## src/rtl/key_pkg.sv

```systemverilog
// key_pkg: shared state type and default timing constants
// for the key_filter debouncer.
package key_pkg;

  typedef enum logic [1:0] {
    IDLE    = 2'd0,
    FILTER0 = 2'd1,
    DOWN    = 2'd2,
    FILTER1 = 2'd3
  } key_state_t;

  localparam int CNT_20MS = 1_000_000;
  localparam int CNT_2S   = 100_000_000;

endpackage

```

## src/rtl/key_sync.sv

```systemverilog
// key_sync: 3-flop synchronizer on the raw key pin with edge detect.
// Ports: clk, rst_n, key_in -> nedge (falling), pedge (rising).
module key_sync (
  input  logic clk,
  input  logic rst_n,
  input  logic key_in,
  output logic nedge,
  output logic pedge
);

  logic s1;
  logic s2;
  logic s3;

  always_ff @(posedge clk or negedge rst_n) begin
    if (!rst_n) begin
      s1 <= 1'b1;
      s2 <= 1'b1;
      s3 <= 1'b1;
    end else begin
      s1 <= key_in;
      s2 <= s1;
      s3 <= s2;
    end
  end

  assign nedge = s3 & ~s2;
  assign pedge = ~s3 & s2;

endmodule

```

## src/rtl/key_filter.sv

```systemverilog
// key_filter: debounces an active-low key; key_flag pulses per
// confirmed edge, key_state is the level. Ports: clk, rst_n, key_in,
// key_flag, key_state, key_long (only with KEY_FILTER_LONG_PRESS_EN).
module key_filter
  import key_pkg::*;
#(
  parameter int CNT_MAX  = CNT_20MS,
  parameter int LONG_CNT = CNT_2S
) (
  input  logic clk,
  input  logic rst_n,
  input  logic key_in,
  output logic key_flag,
  output logic key_state
`ifdef KEY_FILTER_LONG_PRESS_EN
  ,
  output logic key_long
`endif
);

  localparam int CW = $clog2(CNT_MAX);

  logic nedge;
  logic pedge;

  key_state_t state;
  key_state_t state_nx;
  logic [CW-1:0] cnt;
  logic [CW-1:0] cnt_nx;
  logic cnt_done;
  logic flag_nx;
  logic level_nx;

  key_sync u_sync (
    .clk    (clk),
    .rst_n  (rst_n),
    .key_in (key_in),
    .nedge  (nedge),
    .pedge  (pedge)
  );

  assign cnt_done = (cnt == CW'(CNT_MAX - 1));

  always_ff @(posedge clk or negedge rst_n) begin
    if (!rst_n) begin
      state     <= IDLE;
      cnt       <= '0;
      key_flag  <= 1'b0;
      key_state <= 1'b1;
    end else begin
      state     <= state_nx;
      cnt       <= cnt_nx;
      key_flag  <= flag_nx;
      key_state <= level_nx;
    end
  end

  // An opposite edge always wins over a completing window.
  always_comb begin
    state_nx = state;
    cnt_nx   = cnt;
    unique case (state)
      IDLE: begin
        if (nedge) begin
          state_nx = FILTER0;
          cnt_nx   = '0;
        end
      end
      FILTER0: begin
        if (pedge) begin
          state_nx = IDLE;
          cnt_nx   = '0;
        end else if (cnt_done) begin
          state_nx = DOWN;
          cnt_nx   = '0;
        end else begin
          cnt_nx = cnt + 1'b1;
        end
      end
      DOWN: begin
        if (pedge) begin
          state_nx = FILTER1;
          cnt_nx   = '0;
        end
      end
      FILTER1: begin
        if (nedge) begin
          state_nx = DOWN;
          cnt_nx   = '0;
        end else if (cnt_done) begin
          state_nx = IDLE;
          cnt_nx   = '0;
        end else begin
          cnt_nx = cnt + 1'b1;
        end
      end
      default: begin
        state_nx = IDLE;
        cnt_nx   = '0;
      end
    endcase
  end

  always_comb begin
    flag_nx  = 1'b0;
    level_nx = key_state;
    if (state == FILTER0 && !pedge && cnt_done) begin
      flag_nx  = 1'b1;
      level_nx = 1'b0;
    end
    if (state == FILTER1 && !nedge && cnt_done) begin
      flag_nx  = 1'b1;
      level_nx = 1'b1;
    end
  end

`ifdef KEY_FILTER_LONG_PRESS_EN
  localparam int LW = $clog2(LONG_CNT + 1);

  logic [LW-1:0] lcnt;

  // Holds at LONG_CNT so the pulse fires once per press.
  always_ff @(posedge clk or negedge rst_n) begin
    if (!rst_n) begin
      lcnt     <= '0;
      key_long <= 1'b0;
    end else if (state != DOWN) begin
      lcnt     <= '0;
      key_long <= 1'b0;
    end else if (lcnt != LW'(LONG_CNT)) begin
      lcnt     <= lcnt + 1'b1;
      key_long <= (lcnt == LW'(LONG_CNT - 1));
    end else begin
      key_long <= 1'b0;
    end
  end
`else
  logic unused_long;
  assign unused_long = ^LONG_CNT;
`endif

endmodule

```

## config.mk

```make
export PLATFORM = sky130hd
export DESIGN_NAME = key_filter
export DESIGN_NICKNAME = d
export VERILOG_FILES = /design/src/rtl/key_pkg.sv /design/src/rtl/key_sync.sv /design/src/rtl/key_filter.sv
export SDC_FILE = /design/constraint.sdc
export NUM_CORES = 1
export LEC_CHECK = 0
export ABC_AREA = 1
export BUFFER_PORTS_ARGS = -buffer_cell sky130_fd_sc_hd__buf_2
export CAP_MARGIN = 10
export CORE_MARGIN = 2
export CORE_UTILIZATION = 60
export CTS_CLUSTER_SIZE = 30
export DETAILED_ROUTE_END_ITERATION = 10
export GPL_TIMING_DRIVEN = 0
export PLACE_DENSITY = 0.75
export SETUP_SLACK_MARGIN = 0.1
export SLEW_MARGIN = 20
export SYNTH_ARGS = -nofsm -noshare
export SYNTH_HDL_FRONTEND = slang
export SYNTH_HIERARCHICAL = 1
export SYNTH_SLANG_ARGS = --single-unit
export TNS_END_PERCENT = 1
```

## constraint.sdc

```tcl
create_clock -name clk -period 3.9 [get_ports clk]
set_input_delay 0.78 -clock clk [delete_from_list [all_inputs] [get_ports clk]]
set_output_delay 0.78 -clock clk [all_outputs]
set_load 0.02 [all_outputs]
```

* Word level (Yosys, flattened, before mapping)
Index checks and enable logic that the tools add are counted.
** Word-level totals
- Flip-flop bits (word level) :: 27
- Output and inout port bits :: 2
** Operators by class
- Add/sub/neg operators :: 1
- Eq/ne operators :: 8
- Muxes and demuxes :: 17
- Bitwise gates (word level) :: 4
- Reductions and logical operators :: 10
** Operators by type and width (number)
- $mux W20 :: 5
- $pmux W20 S4 :: 1
- $add A20 B1 Y20 const B :: 1
- $eq A20 B20 Y1 const B :: 1
- $mux W2 :: 6
- $pmux W2 S4 :: 1
- $ne A3 B3 Y1 const B :: 2
- $eq A2 B2 Y1 const B :: 2
- $logic_and A1 B1 Y1 :: 4
- $mux W1 :: 4
- $ne A2 B2 Y1 const B :: 2
- $reduce_and A4 Y1 :: 1
- $and A1 B1 Y1 :: 2
- $eq A2 B1 Y1 const B :: 1
- $logic_not A1 Y1 :: 2
- $logic_not A2 Y1 :: 1
- $not A1 Y1 :: 2
- $reduce_and A2 Y1 :: 1
- $reduce_bool A2 Y1 :: 1

* Longest topological paths before layout
Gate-level depths: netlist (run 1).
- Word-level depth :: 7
- Gate-level depth with buffers :: 10

* Modules after synthesis
The synthesis (run 1) kept the hierarchy.
** By module, submodules not included
- key_filter :: times used 1, cells each 222, area each 1565.3 um^2, sequential area each 601.8 um^2
- key_sync :: times used 1, cells each 7, area each 93.8 um^2, sequential area each 78.8 um^2

* Worst setup path after synthesis (run 1)
No wires, ideal clock.
- Path kind :: reg-to-reg
- Start :: register u_sync.s3
- End :: register cnt[7]
- Library setup time :: 120 ps
- Arrival :: 1312 ps
- Path slack :: 2467 ps
- Cell stages (with the launch flop) :: 9
- Path buffers :: 0
- Clock period less this slack :: 1433 ps
- Cell sequence :: dfstp_2 inv_1 nor2_1 nand2_1 nand3_2 nand2_1 nor2_2 xor2_1 nor2_2
** On the way
- Elaborated cells between the ends (all ways) :: 9
- Classes of those cells :: eq/ne: 2; mux: 3; bitwise: 3; reduce/logical: 1
** RTL lines
- from (decl) :: RTL line key_sync.sv:13 : logic s3;
- from (signal assigned) :: RTL line key_sync.sv:19 : s3 <= 1'b1;
- from (signal assigned) :: RTL line key_sync.sv:23 : s3 <= s2;
- $and A1 B1 Y1 (*) :: RTL line key_sync.sv:27 : assign nedge = s3 & ~s2;
- via nedge :: RTL line key_filter.sv:23 : logic nedge;
- $mux W20 / $ne A2 B2 Y1 (equally long branches)
- $pmux W20 S4 / $reduce_and A2 Y1 (equally long branches)
- to (signal assigned) :: RTL line key_filter.sv:52 : cnt <= cnt_nx;
- to (decl) :: RTL line key_filter.sv:28 : logic [CW-1:0] cnt;
The timed path passes the listed nets; every way through them passes the cells marked *.
A chain may end at the register's enable or synchronous reset.

* Final worst setup path (run 1)
- Start :: register key_state
- End :: output port key_state
** RTL lines
- from (decl) :: RTL line key_filter.sv:14 : output logic key_state
- from (signal assigned) :: RTL line key_filter.sv:54 : key_state <= level_nx;
No word-level cell between the ends.

==> results of run 1 <==
## through the flow
stage,hold slack [ps],worst slack [ps],utilization,cell area [µm²],instances
6_report,374,2070,0.651,1750,268
5_1_grt,382,2020,0.651,1750,268
4_1_cts,378,2060,0.651,1750,268
3_5_place_dp,354,2250,0.639,1720,264
3_3_place_gp,349,2330,0.639,1720,264
2_1_floorplan,345,2470,-,1660,229
## routing by layer
layer | part of all wire | global-route usage | up-vias
li1 | - | - | 725
met1 | 0.45 | 0.316 | 644
met2 | 0.48 | 0.375 | 31
met3 | 0.051 | 0.0553 | 6
met4 | 0.013 | 0.0408 | 0
met5 | 0 | 0 | -
## power breakdown
part           total (mW)  switching (mW)  internal [mW]
combinational       0.294           0.194         0.0999
clock               0.128          0.0861         0.0419
sequential          0.337          0.0283          0.309
## cell usage after synthesis (all sizes together)
cell type  number
o21bai          3
xnor2           2
buf             3
nand4           6
mux2i           1
inv            26
xor2            5
dfrtp          23
nor2           49
o21ai           9
nand3          21
dfstp           4
nand2          75
ha              1
clkinv          1
## area by class of cell
cell class	count	area, µm²	share of cell area
clock inverter	1	8.76	0.00501
multi-input combinational	172	840	0.480
tap	31	38.8	0.0222
buffer	3	32.5	0.0186
timing repair buffer	4	20.0	0.0114
clock buffer	3	22.5	0.0129
sequential	27	681	0.389
inverter	27	106	0.0608
## logic make-up (layout without fill, tap and decap cells)
| group | after synthesis | after routing |
|---|---|---|
| buf+inv | 30 | 38 |
| compound gates | 12 | 12 |
| fa+ha+maj | 1 | 1 |
| xor+xnor | 7 | 7 |
| flops | 27 | 27 |
| mux | 1 | 1 |
| simple gates | 151 | 151 |
## how the worst max path moves through the flow
| stage | from | end | slack [ps] |
|---|---|---|---|
| 2_1_floorplan | u_sync/s3 | cnt[7] | 2470 |
| 3_3_place_gp | u_sync/s2 | cnt[14] | 2330 |
| 3_5_place_dp | u_sync/s2 | cnt[14] | 2250 |
| 4_1_cts | key_state | key_state | 2060 |
| 5_1_grt | key_state | key_state | 2020 |
| 6_report | key_state | key_state | 2070 |
## state kept, by name (all words and copies together), names as in the netlist
name       flops
cnt           20
state          2
key_flag       1
key_state      1
u_sync/s1      1
u_sync/s2      1
u_sync/s3      1
==> results.toml, run 1 <==
[clock_tree]
ctsLongestPathBuffers = 2
cts.clk_slew.worst_paths_ps = 160
cts_resized = 0
root_buffer = "clkbuf_4"
clk_latency_ps = 340
clock_sinks = 27
htreeDepth = 1
cts_setup_buffers = 0
numCtsBuffers = 3
holdBufCountCts = 0
tritoncts = "built"

[worst_hold_path]
hold_start = "u_sync/s1"
whs_path_depth = 0
hold_path_class = "reg -> reg"
hold_end = "u_sync/s2"

[flow_run]
maxCapViolations = 0

[timing]
rsz0062_at_grt = "false"
setup_violations = 0
fin_tns_setup_ps = 0
hold_violations = 0
relSlewSlack = 0.606
fin_skew_ps = 15.9
slew_violations = 0
worst_slew_pin_slew_ps = 591
finalCritPeriodShare = 0.469
fin_crit_ps = 1830
max_freq_mhz = 547

[global_routing]
grtUsageTotal = 0.230
grt_pass1_wl_mm = 5.80
grt_max_degree = 28
gr-total-overflow = 0
first_global_vias = 1270
antenna_found_initial = 0

[final_layout]
mostFrequentLayoutCells = "nand2_1, nor2_1, inv_1, dfrtp_1, nand3_1"
nets = 242
layout_commonest_cell = "nand2_1"
area_delta_synth_final_pct = 5.43
n_antenna_cell = 0
fillers = 234
layout-drive-gt1-share = 0.165

[synthesis]
ys_ff_latch = 27
syn_area_um2 = 1660
yosys.area.top_type = "dfrtp_1"
netlist_instances = 229
yosys.area_share.xor_xnor = 0.0370
yosys_warnings = 6
synthTopCellsByArea = "dfrtp_1, nand2_1, nor2_1, dfstp_2, nand3_1"
synth.distinct_cells = 24
ys_seq_area_frac = 0.410
syn_avg_cell_area_um2 = 7.24
yosysTopAreaCellShare = 0.347
muxShareOfSynthArea = 0.00603
synth_nets = 233
synth_compound_area_frac = 0.0407
synth_top_family_by_area = "simple AND/OR/NAND/NOR gates"
synthSimpleGateAreaFrac = 0.415
synth-adder-area-share = 0.00754

[detailed_routing]
wl_mm = 3.34
via_count = 1406
antenna_left = 0
vias_per_cell = 5.25
drc = 0
wl_per_cell_um = 12.5
firstDrtPassIters = 4
drt_iter0_drc = 46

[critical_path]
start_kind = "register"
path_class = "reg -> out"
crit_slowest_cell = "dfstp_2"
path_max_fanout = 2
end_kind = "primary output"
r2r-start = "u_sync/s2"
max_stage_delay_ps = 560
crit_family = "flip-flops"
crit_chain = "buf_2"
worstPathRequired_ps = 3120
rr_worst_depth = 9
cp_num_buf_inv = 1
r2r_setup_slack_ps = 2210
r2r-end = "cnt[14]"
cp.depth = 1
crit_arrival_ps = 1050

[floorplanning]
ios = 5
initial_utilization = 0.618
die_h_um = 56.6
rows = 19
fp.dieW_um = 56.6
die-area_um2 = 3200
core_region_area_um2 = 2690

[power]
vdd_ir_drop_max_v = 0.000443
total_leakage_power_nw = 0.781
finalPower_uw = 759
cellPowerDensity_nw_per_um2 = 434

[place]
globalplace.congestion = 0.983
dpl.hpwl_mm = 2.57
port_buffers = 4

[outcome]
status = "complete, no violations"
(Power assumes the default switching activity.)
==> run 2, diff against run 1 <==
- CORE_UTILIZATION: 60 -> 55
- PLACE_DENSITY: 0.75 -> 0.73
- clock period: 3.9 -> 1.5 ns (I/O delays scaled with it)
==> run 2 against run 1 <==
- the flow now finishes with violations (negative setup slack)
- hold slack worse by 330 ps
- clock power rose to 2.5 times the previous value
- register-to-register slack got worse by 2200 ps
- critical path type is now reg -> reg
- largest cell class unchanged
- via count rose by 14%
- sequential cell count stayed put
- wire length is 29% higher
- combinational power rose to 4.2 times the previous value
- die area rose by 8.4%
- global-route usage rose by 3.8 points
- sequential share of layout area shrank 6.3 points
- sequential power rose to 2.6 times the previous value
- critical endpoint is now cnt[9]
==> results.toml, run 2 (synthesis gave the netlist of run 1 again) <==
[outcome]
status = "finished with violations"
violations = "negative setup slack"

[timing]
hold_violations = 0
rsz0062_at_grt = "true"
fin_crit_ps = 1520
slew_violations = 0
fin_tns_setup_ps = -159
finalCritPeriodShare = 1.01
setup_violations = 11
setup_ws_ps = -22.3
relSlewSlack = 0.604
worst_slew_pin_slew_ps = 594
fin_skew_ps = 7.92
max_freq_mhz = 657

[global_routing]
grt_use_met2 = 0.456
gr-total-overflow = 0
antenna_found_initial = 0
grt_pass1_wl_mm = 7.00
top_usage_layer = "met2"
grt_max_degree = 28
first_global_vias = 1541
use_met3 = 0.0330
use_met1 = 0.339
grtUsageTotal = 0.268

[critical_path]
path_class = "reg -> reg"
crit_arrival_ps = 1800
worstPathRequired_ps = 1780
end_kind = "register"
start_kind = "register"
path_max_fanout = 5
crit_top_cell = "nand2_1"
crit_chain = "buf_6, nor2_4, nand2_2, nand3_4, buf_12, buf_16, nand2_1, nand2_1, nor2_2"
rr_worst_depth = 9
max_stage_delay_ps = 580
crit_slowest_cell = "dfstp_2"

[final_layout]
layout_commonest_cell = "nand2_1"
largest_registers = "cnt: 20 flops, state: 2 flops"
largest_register_ffs = 20
final_util = 0.747
mostFrequentLayoutCells = "nand2_1, nor2_1, dfrtp_1, inv_1, nor2_2"
final_cells = 283
layout-drive-gt1-share = 0.337
n_antenna_cell = 0
nets = 257
area_delta_synth_final_pct = 26.3
top_register = "cnt"

[floorplanning]
rows = 19
ios = 5
die-area_um2 = 3470
initial_utilization = 0.591
fp.dieW_um = 58.9
die_h_um = 58.9
core_region_area_um2 = 2810

[clock_tree]
tritoncts = "built"
htreeDepth = 1
root_buffer = "clkbuf_4"
clk_latency_ps = 330
ctsLongestPathBuffers = 2
cts.clk_slew.worst_paths_ps = 150
numCtsBuffers = 3
clock_sinks = 27

[place]
dpl.hpwl_mm = 2.56
globalplace.congestion = 0.955
pre_cts_slack_ps = -122
dp_cells = 264
port_buffers = 4

[power]
finalPower_mw = 2.44
vdd_ir_drop_max_v = 0.000856
total_leakage_power_nw = 0.908
cellPowerDensity_nw_per_um2 = 1170

[detailed_routing]
vias_per_cell = 5.65
wl_mm = 4.32
via_count = 1598
drt_iter0_drc = 97
wl_per_cell_um = 15.3
drc = 0
firstDrtPassIters = 4
antenna_left = 0

[worst_hold_path]
whs_path_depth = 1
hold_path_class = "in -> reg"

[flow_run]
maxCapViolations = 0
-- run 2: path summary, 6_finish.rpt --
path | endpoint | slack [ps] | from
max in group asynchronous | cnt[8] | 600 | rst_n
min in group asynchronous | cnt[4] | 480 | rst_n
max | cnt[9] | -20 | u_sync/s3
max reg2reg | cnt[9] | -20 | u_sync/s3
min | u_sync/s1 | 40 | key_in
min reg2reg | u_sync/s2 | 370 | u_sync/s1
-- run 2: layer usage --
metal / wire, µm / share of wire
met2: 2160 / 0.50
met5: 0 / 0
met3: 266 / 0.062
met4: 125 / 0.029
met1: 1770 / 0.41
-- run 2: area by class of cell --
type                       instances  area, µm²
tap                               31       38.8
buffer                             3       46.3
timing repair buffer              19        191
clock buffer                       3       22.5
clock inverter                     1       5.00
multi-input combinational        172       1000
sequential                        27        683
fill                             185        709
inverter                          27        106
-- run 2: power breakdown --
part / leakage [nW] / internal [mW] / switching, mW
Combinational: 0.537 / 0.553 / 0.675
Sequential: 0.353 / 0.803 / 0.0897
Clock: 0.0177 / 0.100 / 0.224
Total: 0.908 / 1.46 / 0.989
-- run 2: through the flow --
stage | hold slack (ps) | cell area [µm²]
2_1_floorplan | 4.41 | 1670
3_3_place_gp | 325 | 1730
3_5_place_dp | 337 | 1730
4_1_cts | 30.6 | 2010
5_1_grt | 16.7 | 2100
6_report | 39.8 | 2100
-- run 2: worst max-delay path, delay by kind of cell (launching register included) --
kind | cells | cell delay (ps)
flops | 1 | 580
simple gates | 6 | 480
buf+inv | 3 | 400
-- run 2: repair_timing --
action,CTS,global route
endpoints found under the hold margin,23,0
hold buffers,1,0
gates resized for setup,44,10
gates cloned,2,0
buffers inserted,8,4
endpoints found under the setup margin,23,23
pin swaps,29,13
